$ cat config.mk
export PLATFORM = sky130hd
export DESIGN_NAME = overlay_sequencer
export DESIGN_NICKNAME = d
export VERILOG_FILES = /design/src/rtl/overlay_sequencer.sv
export SDC_FILE = /design/constraint.sdc
export NUM_CORES = 1
export LEC_CHECK = 0
export ABC_AREA = 1
export CORE_ASPECT_RATIO = 2
export CORE_MARGIN = 3
export CORE_UTILIZATION = 25
export CTS_BUF_LIST = sky130_fd_sc_hd__clkbuf_8
export DETAILED_ROUTE_END_ITERATION = 6
export GPL_ROUTABILITY_DRIVEN = 1
export PLACE_DENSITY = 0.51
export REMOVE_ABC_BUFFERS = 1
export SLEW_MARGIN = 20
export SYNTH_ARGS = -nofsm -noshare
export SYNTH_HDL_FRONTEND = slang
export SYNTH_SLANG_ARGS = --single-unit
$ cat constraint.sdc
create_clock -name clk -period 3.46 [get_ports clk]
set_input_delay 0.865 -clock clk [delete_from_list [all_inputs] [get_ports clk]]
set_output_delay 0.865 -clock clk [all_outputs]
set_load 0.05 [all_outputs]
$ cat src/rtl/overlay_sequencer.sv
// Game-flow sequencer for the racing overlay: IDLE -> PLAY -> CRASH/WIN/LOST,
// producing registered layer enables, freeze, blink and remaining-lives outputs.
module overlay_sequencer #(
    parameter int LIVES        = 3,
    parameter int CRASH_FRAMES = 90,
    parameter int END_FRAMES   = 180,
    parameter int BLINK_PERIOD = 8
) (
    input  logic       clk,
    input  logic       reset,
    input  logic       startOfFrame,
    input  logic       start_key,
    input  logic       crash_event,
    input  logic       fuel_empty,
    input  logic       win_event,
    output logic       idle_request,
    output logic       win_show,
    output logic       lost_show,
    output logic       player_hide,
    output logic       freeze,
    output logic [2:0] lives,
    output logic [2:0] state
);

    typedef enum logic [2:0] {
        S_IDLE  = 3'd0,
        S_PLAY  = 3'd1,
        S_CRASH = 3'd2,
        S_WIN   = 3'd3,
        S_LOST  = 3'd4
    } state_t;

    localparam logic [2:0] LIVES3 = 3'(LIVES);
    localparam logic [7:0] CF8    = 8'(CRASH_FRAMES);
    localparam logic [7:0] EF8    = 8'(END_FRAMES);
    localparam logic [7:0] BP8    = 8'(BLINK_PERIOD);

    state_t     state_q, nxt;
    logic [7:0] frame_cnt, nxt_frame;
    logic [7:0] blink_cnt, nxt_blink;
    logic       nxt_hide;
    logic [2:0] nxt_lives;

    assign state = state_q;

    // Every transition clears both counters, so a new state always starts at frame 0.
    always_comb begin
        nxt       = state_q;
        nxt_frame = frame_cnt;
        nxt_blink = blink_cnt;
        nxt_hide  = player_hide;
        nxt_lives = lives;
        case (state_q)
            S_IDLE: begin
                if (start_key) begin
                    nxt       = S_PLAY;
                    nxt_lives = LIVES3;
                    nxt_frame = 8'd0;
                    nxt_blink = 8'd0;
                end
            end
            S_PLAY: begin
                if (win_event) begin
                    nxt       = S_WIN;
                    nxt_frame = 8'd0;
                    nxt_blink = 8'd0;
                end else if (fuel_empty) begin
                    nxt       = S_LOST;
                    nxt_frame = 8'd0;
                    nxt_blink = 8'd0;
                end else if (crash_event) begin
                    nxt       = S_CRASH;
                    nxt_lives = (lives == 3'd0) ? 3'd0 : lives - 3'd1;
                    nxt_frame = 8'd0;
                    nxt_blink = 8'd0;
                    nxt_hide  = 1'b1;
                end
            end
            S_CRASH: begin
                if (startOfFrame) begin
                    if (frame_cnt + 8'd1 == CF8) begin
                        nxt       = (lives == 3'd0) ? S_LOST : S_PLAY;
                        nxt_frame = 8'd0;
                        nxt_blink = 8'd0;
                        nxt_hide  = 1'b0;
                    end else begin
                        nxt_frame = frame_cnt + 8'd1;
                        if (blink_cnt + 8'd1 == BP8) begin
                            nxt_blink = 8'd0;
                            nxt_hide  = ~player_hide;
                        end else begin
                            nxt_blink = blink_cnt + 8'd1;
                        end
                    end
                end
            end
            S_WIN, S_LOST: begin
                if (startOfFrame) begin
                    if (frame_cnt + 8'd1 == EF8) begin
                        nxt       = S_IDLE;
                        nxt_frame = 8'd0;
                        nxt_blink = 8'd0;
                    end else begin
                        nxt_frame = frame_cnt + 8'd1;
                    end
                end
            end
            default: begin
                nxt       = S_IDLE;
                nxt_frame = 8'd0;
                nxt_blink = 8'd0;
                nxt_hide  = 1'b0;
            end
        endcase
    end

    // Outputs are decoded from the next state so they change together with state.
    always_ff @(posedge clk) begin
        if (reset) begin
            state_q      <= S_IDLE;
            frame_cnt    <= 8'd0;
            blink_cnt    <= 8'd0;
            lives        <= LIVES3;
            player_hide  <= 1'b0;
            idle_request <= 1'b1;
            freeze       <= 1'b1;
            win_show     <= 1'b0;
            lost_show    <= 1'b0;
        end else begin
            state_q      <= nxt;
            frame_cnt    <= nxt_frame;
            blink_cnt    <= nxt_blink;
            lives        <= nxt_lives;
            player_hide  <= nxt_hide && (nxt == S_CRASH);
            idle_request <= (nxt == S_IDLE);
            freeze       <= (nxt != S_PLAY);
            win_show     <= (nxt == S_WIN);
            lost_show    <= (nxt == S_LOST);
        end
    end

endmodule

==> impl_metrics.sql <==
INSERT INTO impl_metrics (metric_group, metric, value, unit) VALUES
('run_status', 'run_status', 'complete, no violations', ''),
('synthesis', 'synth_sequential_area_ratio', '30.3', '%'),
('synthesis', 'synth_warnings', '0', ''),
('clocking', 'number_of_clock_buffers_inserted_by_tritoncts', '3', ''),
('finish', 'insertedDiodeCount', '0', ''),
('synthesis', 'yosys-top-cells-area', 'dfxtp_1, nand2_1, inv_1, nor2_1, nand3_1', ''),
('place', 'dpl.hpwl', '3.78', 'mm'),
('setup_path', 'timing.critical_path.to_type', 'output port', ''),
('detailed_routing', 'wl_per_cell', '12.1', 'µm'),
('clocking', 'post_cts.repair.setup_buffers', '0', ''),
('synthesis', 'post_synth.cell_area_avg', '6.47', 'µm²'),
('global_route', 'antenna_violations_before_repair', '0', ''),
('timing', 'worstMarginPinSlew', '512', 'ps'),
('setup_path', 'worst-path-buf-inv', '1', ''),
('finish', 'fin_nets', '310', ''),
('timing', 'setup_repair_after_global_routing_missed_its_margin', 'false', ''),
('synthesis', 'asyncSetResetFlopFracSynth', '0', '%'),
('timing', 'minimum_period_implied_by_the_final_worst_setup_slack', '2460', 'ps'),
('finish', 'area_taken_by_flip_flops_and_latches', '541', 'µm²'),
('setup_path', 'crit-reg2reg-capture', 'idle_request', ''),
('floorplanning', 'floorplan.die.width', '65.8', 'µm'),
('global_route', 'gr-total-overflow', '0', ''),
('floorplanning', 'initial_core_util', '25.7', '%'),
('setup_path', 'crit_start', 'state[2]', ''),
('pwr', 'leakage_power', '0.903', 'nW'),
('setup_path', 'rrSetupSlack', '1420', 'ps'),
('finish', 'layout.filler_cells', '763', ''),
('timing', 'maxClockFrequency', '406', 'MHz'),
('synthesis', 'synth_top_area_share', '30.3', '%'),
('place', 'place.port_buffers', '17', ''),
('clocking', 'master_cell_of_the_clock_root_buffer', 'clkbuf_8', ''),
('min_path', 'worstHoldPathType', 'reg2reg', ''),
('floorplanning', 'core-area', '6940', 'µm²'),
('clocking', 'clock-sinks', '27', ''),
('setup_path', 'largest_stage_delay_on_the_critical_path', '850', 'ps'),
('finish', 'final_layout_size_suffix_gt1_share', '14.2', '%'),
('timing', 'report.final.slew_viol_count', '0', ''),
('finish', 'layout.cells.most_common', 'nand2_1', ''),
('place', 'placedCellCount', '382', ''),
('clocking', 'postCtsHoldBufs', '0', ''),
('min_path', 'hold_path_end', 'frame_cnt[7]', ''),
('global_route', 'maximum_number_of_pins_on_one_net_before_global_route_repair', '16', ''),
('pwr', 'power.density', '393', 'nW/µm²'),
('global_route', 'grt_pass1_vias', '1826', ''),
('finish', 'stdcell_area', '2110', 'µm²'),
('setup_path', 'arrival', '1600', 'ps'),
('clocking', 'cts_tree', 'built', ''),
('detailed_routing', 'met1Wirelength', '1.74', 'mm'),
('setup_path', 'crit_path_max_fanout', '6', ''),
('synthesis', 'syn_inst', '276', ''),
('clocking', 'clock_path_buffers', '2', ''),
('timing', 'summed_negative_setup_slack_over_all_endpoints', '0', 'ps'),
('pwr', 'pwr-share-comb', '33.8', '%'),
('pwr', 'p_clk_share', '23.0', '%'),
('detailed_routing', 'wl_met3', '71', 'µm'),
('flow_run', 'maxCapViolations', '0', ''),
('setup_path', 'cp.required', '2590', 'ps'),
('setup_path', 'critical_path_class', 'reg2out', ''),
('finish', 'stdcell_count', '386', ''),
('clocking', 'post_cts.resized_instances', '0', ''),
('pwr', 'vdd_ir_drop_max', '265', 'µV'),
('pwr', 'cell_internal_pwr', '0.000503', 'W'),
('min_path', 'hold-path-cell-count', '2', ''),
('pwr', 'sw_frac_of_total', '39.3', '%'),
('floorplanning', 'rows', '43', ''),
('setup_path', 'timing.rr.start', 'frame_cnt[1]', ''),
('timing', 'report.final.hold_viol_count', '0', ''),
('floorplanning', 'floorplan.die_area', '8250', 'µm²'),
('global_route', 'grt.total_usage', '12.3', '%'),
('place', 'post_dp_cell_area', '2070', 'µm²'),
('synthesis', 'synth_top_area_cell', 'dfxtp_1', '');
==> worst max-delay path by stage <==
stage              endpoint  slack, ps  cells past startpoint
2_1_floorplan  blink_cnt[0]       1560                     12
3_3_place_gp   blink_cnt[6]       1050                      8
3_5_place_dp   blink_cnt[7]       1010                      8
4_1_cts            state[2]        970                      1
5_1_grt            state[2]        940                      1
6_report           state[2]       1000                      1
==> layer usage <==
layer,track usage (%),vias to the layer above
li1,-,909
met1,11.7,766
met2,23.4,24
met3,1.44,15
met4,7.58,0
met5,0,-
==> state kept, by name, indices dropped and copies added, names as in the netlist <==
| signal | count |
|---|---|
| lost_show | 1 |
| freeze | 1 |
| player_hide | 1 |
| win_show | 1 |
| idle_request | 1 |
| state | 3 |
| lives | 3 |
| blink_cnt | 8 |
| frame_cnt | 8 |
==> logic make-up (layout without fill, tap and decap cells) <==
| group | Yosys count | in the layout | share of synthesized area, % |
|---|---|---|---|
| buffers and inverters | 46 | 66 | 9.67 |
| AO/OA/AOI/OAI | 39 | 39 | 13.7 |
| flip-flops | 27 | 27 | 30.3 |
| adder cells (fa/ha/maj) | 6 | 6 | 4.20 |
| AND/OR/NAND/NOR | 158 | 158 | 42.2 |
==> synth_stat cells, types with 3 or more instances <==
library cell  count
ha_1              6
inv_1            37
dfxtp_1          27
nor2_1           31
nand3b_1          3
a21oi_1          13
nand2_1          77
nand3_1          17
nand4_1           5
a21oi_2           7
nand2_2          12
o21ai_1           3
nor2_2            3
inv_2             7
o21ai_0           8
==> power groups by stage <==
stage | clock (W) | sequential, W | combinational (W)
global placement | 0 | 0.000365 | 0.000280
finish | 0.000191 | 0.000359 | 0.000280
CTS | 0.000200 | 0.000358 | 0.000283
global route | 0.000208 | 0.000363 | 0.000306
floorplan | 0 | 0.000414 | 0.000147
detailed placement | 0 | 0.000365 | 0.000281
==> through the flow <==
| step | worst slack [ps] | hold WS (ps) | utilization [%] | total power (W) |
|---|---|---|---|---|
| after floorplan | 1560 | 452 | - | 0.000561 |
| after global placement | 1050 | 484 | 29.8 | 0.000645 |
| after detailed placement | 1010 | 488 | 29.8 | 0.000646 |
| after CTS | 972 | 503 | 30.5 | 0.000840 |
| after global routing | 937 | 536 | 30.5 | 0.000876 |
| final | 1000 | 506 | 30.5 | 0.000830 |
==> layout make-up <==
class	count	share of cell area [%]
flip-flops and latches	27	25.6
clock inverters	1	0.237
inverters	44	7.81
repair buffers	18	8.40
clock buffers	3	1.95
multi-input cells	203	50.7
well taps	90	5.33
Note: power is estimated with default switching activity, not from simulation.
